## src/rtl/qdma_qsts_marker_trk.sv

```systemverilog
// Queue-status marker tracker: each channel waits for a status beat that
// matches its requested opcode (and, optionally, its qid). It then reports
// completion with the captured payload, or a timeout if no beat arrives.
module qdma_qsts_marker_trk #(
   parameter int unsigned NUM_CH = 4,
   parameter int unsigned TOUT_W = 16,
   parameter int unsigned QID_W  = 13
) (
   input  logic                     axi_aclk,
   input  logic                     axi_aresetn,
   input  logic [7:0]               qsts_out_op,
   input  logic [63:0]              qsts_out_data,
   input  logic [2:0]               qsts_out_port_id,
   input  logic [QID_W-1:0]         qsts_out_qid,
   input  logic                     qsts_out_vld,
   output logic                     qsts_out_rdy,
   input  logic [NUM_CH-1:0]        marker_req,
   input  logic [8*NUM_CH-1:0]      marker_op,
   input  logic [QID_W*NUM_CH-1:0]  marker_qid,
   input  logic [NUM_CH-1:0]        marker_qid_en,
   input  logic [TOUT_W-1:0]        timeout_cycles,
   output logic [NUM_CH-1:0]        marker_rsp,
   output logic [NUM_CH-1:0]        marker_err,
   output logic [64*NUM_CH-1:0]     marker_data,
   output logic [15:0]              unmatched_cnt
);

   typedef enum logic [1:0] {
      S_IDLE = 2'd0,
      S_WAIT = 2'd1,
      S_DONE = 2'd2,
      S_TOUT = 2'd3
   } state_t;

   state_t              r_state     [NUM_CH];
   state_t              w_state_nxt [NUM_CH];
   logic [TOUT_W-1:0]   r_cnt       [NUM_CH];
   logic [TOUT_W-1:0]   w_cnt_nxt   [NUM_CH];
   logic [63:0]         r_data      [NUM_CH];
   logic [NUM_CH-1:0]   w_hit;
   logic [NUM_CH-1:0]   w_armed;
   logic [NUM_CH-1:0]   w_load;
   logic                w_unmatched;
   logic [15:0]         r_unmatched;
   logic                w_unused;

   // The port id plays no part in matching.
   assign w_unused     = ^qsts_out_port_id;
   assign qsts_out_rdy = 1'b1;

   // Per-channel match of the current status beat.
   always_comb begin
      w_hit = '0;
      for (int unsigned c = 0; c < NUM_CH; c++) begin
         w_hit[c] = qsts_out_vld
                 && (qsts_out_op == marker_op[c*8 +: 8])
                 && (!marker_qid_en[c] || (qsts_out_qid == marker_qid[c*QID_W +: QID_W]));
      end
   end

   // Next-state, counter and capture-enable for every channel.
   always_comb begin
      w_load  = '0;
      w_armed = '0;
      for (int unsigned c = 0; c < NUM_CH; c++) begin
         w_state_nxt[c] = r_state[c];
         w_cnt_nxt[c]   = r_cnt[c];
         case (r_state[c])
            S_IDLE: begin
               if (marker_req[c]) begin
                  w_armed[c] = 1'b1;
                  if (w_hit[c]) begin
                     w_state_nxt[c] = S_DONE;
                     w_load[c]      = 1'b1;
                  end else begin
                     w_state_nxt[c] = S_WAIT;
                     w_cnt_nxt[c]   = '0;
                  end
               end
            end
            S_WAIT: begin
               w_armed[c] = 1'b1;
               if (!marker_req[c]) begin
                  w_state_nxt[c] = S_IDLE;
               end else if (w_hit[c]) begin
                  w_state_nxt[c] = S_DONE;
                  w_load[c]      = 1'b1;
               // >= keeps the counter bounded if the timeout shrinks mid-wait
               end else if ((timeout_cycles != '0)
                         && (r_cnt[c] >= timeout_cycles - TOUT_W'(1))) begin
                  w_state_nxt[c] = S_TOUT;
               end else if (r_cnt[c] != '1) begin
                  w_cnt_nxt[c] = r_cnt[c] + TOUT_W'(1);
               end
            end
            S_DONE, S_TOUT: begin
               if (!marker_req[c]) begin
                  w_state_nxt[c] = S_IDLE;
               end
            end
            default: w_state_nxt[c] = S_IDLE;
         endcase
      end
   end

   // Channel state, wait counters and captured payloads.
   always_ff @(posedge axi_aclk) begin
      for (int unsigned c = 0; c < NUM_CH; c++) begin
         if (!axi_aresetn) begin
            r_state[c] <= S_IDLE;
            r_cnt[c]   <= '0;
            r_data[c]  <= '0;
         end else begin
            r_state[c] <= w_state_nxt[c];
            r_cnt[c]   <= w_cnt_nxt[c];
            if (w_load[c]) begin
               r_data[c] <= qsts_out_data;
            end
         end
      end
   end

   assign w_unmatched = qsts_out_vld && ((w_hit & w_armed) == '0);

   // Saturating count of beats that no armed channel consumed.
   always_ff @(posedge axi_aclk) begin
      if (!axi_aresetn) begin
         r_unmatched <= '0;
      end else if (w_unmatched && (r_unmatched != '1)) begin
         r_unmatched <= r_unmatched + 16'd1;
      end
   end

   // Outputs decode directly from the channel state registers.
   always_comb begin
      marker_rsp  = '0;
      marker_err  = '0;
      marker_data = '0;
      for (int unsigned c = 0; c < NUM_CH; c++) begin
         marker_rsp[c]           = (r_state[c] == S_DONE);
         marker_err[c]           = (r_state[c] == S_TOUT);
         marker_data[c*64 +: 64] = r_data[c];
      end
   end

   assign unmatched_cnt = r_unmatched;

endmodule

```

## config.mk

```make
export PLATFORM = sky130hd
export DESIGN_NAME = qdma_qsts_marker_trk
export DESIGN_NICKNAME = d
export VERILOG_FILES = /design/src/rtl/qdma_qsts_marker_trk.sv
export SDC_FILE = /design/constraint.sdc
export NUM_CORES = 1
export LEC_CHECK = 0
export ABC_CLOCK_PERIOD_IN_PS = 11000
export BUFFER_PORTS_ARGS = -buffer_cell sky130_fd_sc_hd__buf_2
export CAP_MARGIN = 30
export CORE_ASPECT_RATIO = 1.5
export CORE_MARGIN = 5
export CORE_UTILIZATION = 25
export CTS_BUF_LIST = sky130_fd_sc_hd__clkbuf_8
export DETAILED_ROUTE_END_ITERATION = 8
export SYNTH_ARGS = -nofsm -noshare
export SYNTH_HDL_FRONTEND = slang
export SYNTH_SLANG_ARGS = --single-unit
```

## constraint.sdc

```tcl
create_clock -name axi_aclk -period 11 [get_ports axi_aclk]
set_input_delay 2.2 -clock axi_aclk [delete_from_list [all_inputs] [get_ports axi_aclk]]
set_output_delay 2.2 -clock axi_aclk [all_outputs]
set_load 0.1 [all_outputs]
```

==> impl_metrics.csv, run 1 <==
group,metric,value,unit
clock_tree,clock_insertion_delay_worst_skew,0.63,ns
timing,relSlewSlack,0.353,
clock_tree,cts_root_buffer,"sky130_fd_sc_hd__clkbuf_8",
die,start_util,0.251,
synthesis,synthesis.nets,1710,
synthesis,ys_seq_area_frac,0.568,
clock_tree,cts_repair_resize_count,0,
synthesis,synth.most_common_cell,"sky130_fd_sc_hd__edfxtp_1",
power,power.leakage,9.41,nW
placement,dp_worst_setup_slack,4.12,ns
synthesis,synth-main-ff-cell,"sky130_fd_sc_hd__edfxtp_1",
critical_path,setup.worst_path.class,"primary input to flop",
die,fp.coreArea,66300,um2
global_routing,first_global_vias,13700,
global_routing,antenna_found_initial,5,
placement,area_post_placement,20000,um2
synthesis,ys_top_cells_by_count,"sky130_fd_sc_hd__edfxtp_1, sky130_fd_sc_hd__and3_1, sky130_fd_sc_hd__dfxtp_1",
layout,finish.net_count,2183,
timing,fin_worst_skew,0.0263,ns
clock_tree,numCtsBuffers,54,
synthesis,synth.top_cell.area_share,0.462,
critical_path,timing.critical_path.arrival,6.88,ns
critical_path,critPathLaunchType,"primary input",
timing,fin_setup_tns,0,ns
min_path,worst_hold_path_type,"flop to flop",
critical_path,worst_path_largest_cell_delay,0.68,ns
clock_tree,clock-sinks,344,
run,max_cap_violations,0,
critical_path,timing.critical_path.required,11.52,ns
clock_tree,holdBufCountCts,0,
timing,final_hold_viol_count,0,
critical_path,path_max_fanout,25,
layout,layout-drive-gt1-share,0.303,
timing,grt_setup_unrepaired,"false",
timing,timing.final.max_slew_violations,0,
timing,final_period_minus_worst_setup_slack,6.35,ns
die,top_level_ports,480,
global_routing,grt_max_degree,102,
critical_path,crit_path_cell_trace,"buf_2 -> or4_4 -> or3_1 -> nor3_1 -> nand2b_1 -> nor2_1 -> nand2_1 -> xor2_1 -> ha_1 -> and4_1 -> nand3_1 -> o41a_1 -> a22o_4 -> a21boi_2 -> o21ai_0 -> a21oi_1",
synthesis,ys.warnings.count,0,
timing,timing_worst_slew_pin_value,0.971,ns
synthesis,yosys.area.top_type,"sky130_fd_sc_hd__edfxtp_1",
critical_path,cp.buffers_inverters,1,
synthesis,synth_top_cells_by_area,"sky130_fd_sc_hd__edfxtp_1, sky130_fd_sc_hd__dfxtp_1, sky130_fd_sc_hd__and3_1",
global_routing,grt_pass1_wl,81000,um
clock_tree,post-cts-setup-buffers,0,
power,pwr_density_cell,143,nW/um2
layout,area_growth_syn_to_layout,26.8,%
route,drt_pass1_iterations,5,
die,die_area,71900,um2
synthesis,ys_seq_elements,344,
die,die_w,221,um
die,die_height,326,um
synthesis,synth_area,16600,um2
clock_tree,ctsLongestPathBuffers,3,
clock_tree,cts_tree,"yes",
route,vias,13600,
timing,worst_slack,4.65,ns
placement,finalWeightedCongestion,0.938,
synthesis,syn_area_per_cell,11.5,um2
synthesis,synthArstFlopShare,0,
power,peakVddDrop,0.0754,mV
clock_tree,clock_tree.htree_level_count,2,
synthesis,netlist_instances,1449,
route,antenna_left,0,
layout,post-route-cell-area,21100,um2
critical_path,critical_path.top_delay_family,"simple AND/OR/NAND/NOR gates",
clock_tree,cts.reportedPaths.clkPinSlew,0.07,ns
timing,layout_worst_path_cycle_share,0.577,
timing,setup_viol_count_final,0,
placement,place_hpwl,40700,um
global_routing,overall_global_routing_resource_usage,0.145,
synthesis,count_of_flip_flops_with_a_built_in_enable_after_synthesis,256,
placement,port_buffers,475,
timing,fmax,157,MHz
global_routing,overflow,0,
route,route.detailed.vias_per_inst,4.75,
route,remaining_drc_errors,0,
route,detail_route.wl_per_cell,19.4,um
run_status,run_status,"complete, no violations",
route,wirelength,55300,um
critical_path,timing.critical_path.slowest_stage_cell,"sky130_fd_sc_hd__a21boi_2",
die,floorplan.rows,116,
synthesis,synth_cell_type_count,71,
critical_path,critPathCaptureType,"flop",
route,drt_first_iter_violations,949,
==> final timing paths <==
path / slack [ns] / endpoint / startpoint / depth (start not counted)
setup / recovery: 4.65 / r_cnt[1][7] / timeout_cycles[5] / 16
hold / removal: 0.50 / r_cnt[0][7] / r_cnt[0][7] / 2
setup reg to reg: 7.89 / r_data[3][4] / r_state[3][1] / 5
hold reg to reg: 0.50 / r_cnt[0][7] / r_cnt[0][7] / 2
==> registers in the layout (all words and copies together) (netlist names) <==
| name | flops |
|---|---|
| r_data | 256 |
| r_state | 8 |
| unmatched_cnt | 16 |
| r_cnt | 64 |
==> routing by layer <==
metal / track usage / part of all wire / vias up
met1: 0.159 / 0.36 / 6464
met5: 0 / 0 / -
met3: 0.0374 / 0.095 / 120
met2: 0.256 / 0.49 / 638
li1: - / - / 6333
met4: 0.0761 / 0.055 / 0
==> placed cells by master (no fill, tap or decap), types with 12 or more instances in the layout <==
master	instances
sky130_fd_sc_hd__inv_1	46
sky130_fd_sc_hd__buf_4	18
sky130_fd_sc_hd__edfxtp_1	256
sky130_fd_sc_hd__o21ai_0	26
sky130_fd_sc_hd__nand3_1	38
sky130_fd_sc_hd__a211oi_1	19
sky130_fd_sc_hd__nand2_1	73
sky130_fd_sc_hd__o31ai_1	12
sky130_fd_sc_hd__or3_1	25
sky130_fd_sc_hd__and2_1	76
sky130_fd_sc_hd__xnor2_1	73
sky130_fd_sc_hd__and3_1	213
sky130_fd_sc_hd__nor4_1	19
sky130_fd_sc_hd__nor3_1	16
sky130_fd_sc_hd__buf_2	474
sky130_fd_sc_hd__nor2_1	73
sky130_fd_sc_hd__xor2_1	56
sky130_fd_sc_hd__nand4_1	26
sky130_fd_sc_hd__clkbuf_8	60
sky130_fd_sc_hd__dfxtp_1	88
sky130_fd_sc_hd__a21oi_1	49
sky130_fd_sc_hd__a21o_1	13
sky130_fd_sc_hd__ha_1	62
==> layout make-up <==
class / instances / area, um2
Antenna cell: 4 / 10.0
Clock buffer: 60 / 826
Fill cell: 6728 / 45200
Sequential cell: 344 / 9450
Tap cell: 885 / 1110
Timing Repair Buffer: 494 / 2550
Multi-Input combinational cell: 1000 / 6830
Inverter: 28 / 105
Clock inverter: 39 / 235
==> cells by family after synthesis <==
group / after synthesis / share of synthesized area
muxes: 11 / 0.00661
AOI/OAI and AO/OA: 180 / 0.0750
adders and majority gates: 64 / 0.0480
and+or+nand+nor: 615 / 0.209
other: 1 / 0.000225
DFF: 344 / 0.568
buffers and inverters: 105 / 0.0253
xor gates and xnor gates: 129 / 0.0679
==> report_power, final <==
part | total, W | switching, W | internal (W)
Sequential | 0.00144 | 0.0000152 | 0.00143
Clock | 0.00107 | 0.000517 | 0.000550
Combinational | 0.000509 | 0.000418 | 0.0000908
Total | 0.00302 | 0.000950 | 0.00207
==> through the flow <==
| step | std cells | power, W | hold slack [ns] | utilization |
|---|---|---|---|---|
| after floorplan | 1449 | 0.00184 | 0.452 | - |
| after global placement | 2748 | 0.00198 | 0.469 | 0.301 |
| after detailed placement | 2750 | 0.00198 | 0.492 | 0.302 |
| after CTS | 2849 | 0.00307 | 0.503 | 0.318 |
| after global routing | 2852 | 0.00315 | 0.517 | 0.318 |
| final | 2854 | 0.00302 | 0.502 | 0.318 |
==> tightest hold or removal path, delay by kind of cell (launching register included) <==
| family | cells | cell delay [ns] |
|---|---|---|
| flops | 1 | 0.34 |
| mux | 1 | 0.05 |
| simple gates | 1 | 0.06 |
(Power assumes the default switching activity.)
==> run 2, diff against run 1 <==
--- a/config.mk
+++ b/config.mk
@@ -5,7 +5,7 @@
 export SDC_FILE = /design/constraint.sdc
 export NUM_CORES = 1
 export LEC_CHECK = 0
-export ABC_CLOCK_PERIOD_IN_PS = 11000
+export ABC_CLOCK_PERIOD_IN_PS = 6400
 export BUFFER_PORTS_ARGS = -buffer_cell sky130_fd_sc_hd__buf_2
 export CAP_MARGIN = 30
 export CORE_ASPECT_RATIO = 1.5
==> constraint.sdc (replaced) <==
create_clock -name axi_aclk -period 6.4 [get_ports axi_aclk]
set_input_delay 1.28 -clock axi_aclk [delete_from_list [all_inputs] [get_ports axi_aclk]]
set_output_delay 1.28 -clock axi_aclk [all_outputs]
set_load 0.1 [all_outputs]
==> run 2 against run 1 <==
Clock skew shrank 0.0018 ns. Critical path type unchanged. Worst setup slack lost 3.3 ns. Core utilization grew 0.16 points. Sequential cell count is the same.
==> impl_metrics.csv, run 2 (synthesis results as in run 1) <==
group,metric,value,unit
run_status,run_status,"complete, no violations",
placement,port_buffers,475,
die,start_util,0.251,
timing,worst_hold_slack,0.488,ns
global_routing,overflow,0,
route,antenna_left,0,
global_routing,grt_pass1_wl,82200,um
clock_tree,cts_repair_resize_count,0,
route,drt_first_iter_violations,893,
timing,fin_setup_tns,0,ns
critical_path,path_max_fanout,8,
min_path,hold_path_depth,2,
timing,setup_viol_count_final,0,
critical_path,critPathLaunchType,"primary input",
critical_path,ff2ff_path_depth,10,
min_path,timing.hold.worst_endpoint,"unmatched_cnt[14]",
layout,finish.net_count,2185,
die,die_area,71900,um2
timing,relSlewSlack,0.316,
clock_tree,clock_tree.htree_level_count,2,
layout,layout_common_cells,"sky130_fd_sc_hd__buf_2, sky130_fd_sc_hd__edfxtp_1, sky130_fd_sc_hd__and3_1, sky130_fd_sc_hd__dfxtp_1, sky130_fd_sc_hd__and2_1",
layout,post-route-cell-area,21200,um2
layout,multiInputGateArea,6830,um2
die,floorplan.rows,116,
layout,layout.cells.most_common,"sky130_fd_sc_hd__buf_2",
layout,largest_register,"r_data",
placement,placed_instance_count,2753,
die,top_level_ports,480,
global_routing,overall_global_routing_resource_usage,0.149,
critical_path,critical_path.reg2reg.endpoint,"r_cnt[0][15]",
clock_tree,ctsLongestPathBuffers,3,
placement,finalWeightedCongestion,0.916,
die,fp.coreArea,66300,um2
timing,fin_worst_skew,0.0245,ns
clock_tree,holdBufCountCts,0,
global_routing,antenna_found_initial,8,
placement,place_hpwl,42200,um
route,detail_route.wl_per_cell,19.9,um
power,peakVddDrop,0.121,mV
timing,final_hold_viol_count,0,
route,vias,13500,
placement,area_post_placement,20100,um2
critical_path,timing.critical_path.arrival,5.62,ns
layout,layout-drive-gt1-share,0.307,
timing,timing_worst_slew_pin_value,1.02,ns
die,die_w,221,um
layout,fin_util,0.320,
min_path,worst_hold_path_type,"flop to flop",
layout,finalNonFillerCells,2853,
critical_path,critPathCaptureType,"flop",
route,route.detailed.vias_per_inst,4.74,
timing,final_period_minus_worst_setup_slack,5.07,ns
clock_tree,clock_insertion_delay_worst_skew,0.63,ns
clock_tree,post-cts-setup-buffers,0,
critical_path,setup.worst_path.class,"primary input to flop",
run,max_cap_violations,0,
timing,layout_worst_path_cycle_share,0.792,
clock_tree,clock-sinks,344,
power,pwr_density_cell,248,nW/um2
layout,fillCellCount,6740,
global_routing,grt_max_degree,126,
clock_tree,numCtsBuffers,54,
clock_tree,cts_root_buffer,"sky130_fd_sc_hd__clkbuf_8",
min_path,hold_path_startpoint,"unmatched_cnt[14]",
timing,grt_setup_unrepaired,"false",
critical_path,timing.critical_path.required,6.95,ns
timing,timing.final.max_slew_violations,0,
layout,area_growth_syn_to_layout,27.5,%
route,remaining_drc_errors,0,
critical_path,rr_startpoint,"r_cnt[0][13]",
critical_path,r2r_setup_slack,3.40,ns
layout,largest_register_ff_count,256,
global_routing,first_global_vias,13500,
power,power.leakage,9.43,nW
die,die_height,326,um
route,drt_pass1_iterations,5,
route,wirelength,56800,um
layout,regArea,9450,um2
timing,fmax,197,MHz
clock_tree,cts_tree,"yes",
clock_tree,cts.reportedPaths.clkPinSlew,0.07,ns
## run 2: worst max-delay path: stages
cell	delay, ns
sky130_fd_sc_hd__buf_2	0.14
sky130_fd_sc_hd__or4_4	0.58
sky130_fd_sc_hd__or3_1	0.37
sky130_fd_sc_hd__nor3_1	0.25
sky130_fd_sc_hd__nand2b_1	0.12
sky130_fd_sc_hd__nor2_1	0.33
sky130_fd_sc_hd__nand2_1	0.12
sky130_fd_sc_hd__xor2_1	0.21
sky130_fd_sc_hd__ha_1	0.28
sky130_fd_sc_hd__and4_1	0.17
sky130_fd_sc_hd__a221oi_1	0.24
sky130_fd_sc_hd__o31ai_1	0.13
sky130_fd_sc_hd__o21ai_0	0.18
sky130_fd_sc_hd__a21oi_1	0.11
sky130_fd_sc_hd__or3b_1	0.55
sky130_fd_sc_hd__a211oi_1	0.36
sky130_fd_sc_hd__mux2i_1	0.21
## run 2: layer usage
metal | track usage | up-vias | wire length, um | part of all wire
li1 | - | 6338 | - | -
met1 | 0.164 | 6424 | 20500 | 0.36
met2 | 0.266 | 653 | 28400 | 0.50
met3 | 0.0356 | 117 | 4990 | 0.088
met4 | 0.0722 | 2 | 2830 | 0.050
met5 | 0 | - | 13 | 0.00023
## run 2: metrics by stage
step	total power (W)	setup slack, ns
2_1_floorplan	0.00316	0.627
3_3_place_gp	0.00339	0.744
3_5_place_dp	0.00341	0.711
4_1_cts	0.00534	1.40
5_1_grt	0.00547	1.01
6_report	0.00526	1.33
## run 2: where the power goes
group	internal [W]	total (W)	leakage, nW	switching, W
sequential	0.00245	0.00248	3.32	0.0000273
clock	0.00101	0.00191	0.607	0.000898
combinational	0.000160	0.000878	5.51	0.000718
total	0.00362	0.00526	9.43	0.00164
## run 2: layout make-up
class,instances,share of cell area
clock inverters,32,0.0115
well taps,885,0.0522
clock buffers,62,0.0402
inverters,28,0.00495
diodes,6,0.000708
multi-input cells,1000,0.322
repair buffers,496,0.123
flip-flops and latches,344,0.445
## run 2: worst max path at each step
| stage | startpoint | to | slack, ns | cells past startpoint |
|---|---|---|---|---|
| final | timeout_cycles[5] | r_cnt[0][15] | 1.33 | 17 |
| after global routing | timeout_cycles[5] | r_cnt[0][15] | 1.01 | 17 |
| after CTS | timeout_cycles[5] | r_cnt[0][15] | 1.40 | 17 |
| after floorplan | qsts_out_qid[11] | r_data[0][0] | 0.63 | 6 |
| after global placement | timeout_cycles[5] | r_cnt[0][15] | 0.74 | 17 |
| after detailed placement | timeout_cycles[5] | r_cnt[0][9] | 0.71 | 17 |
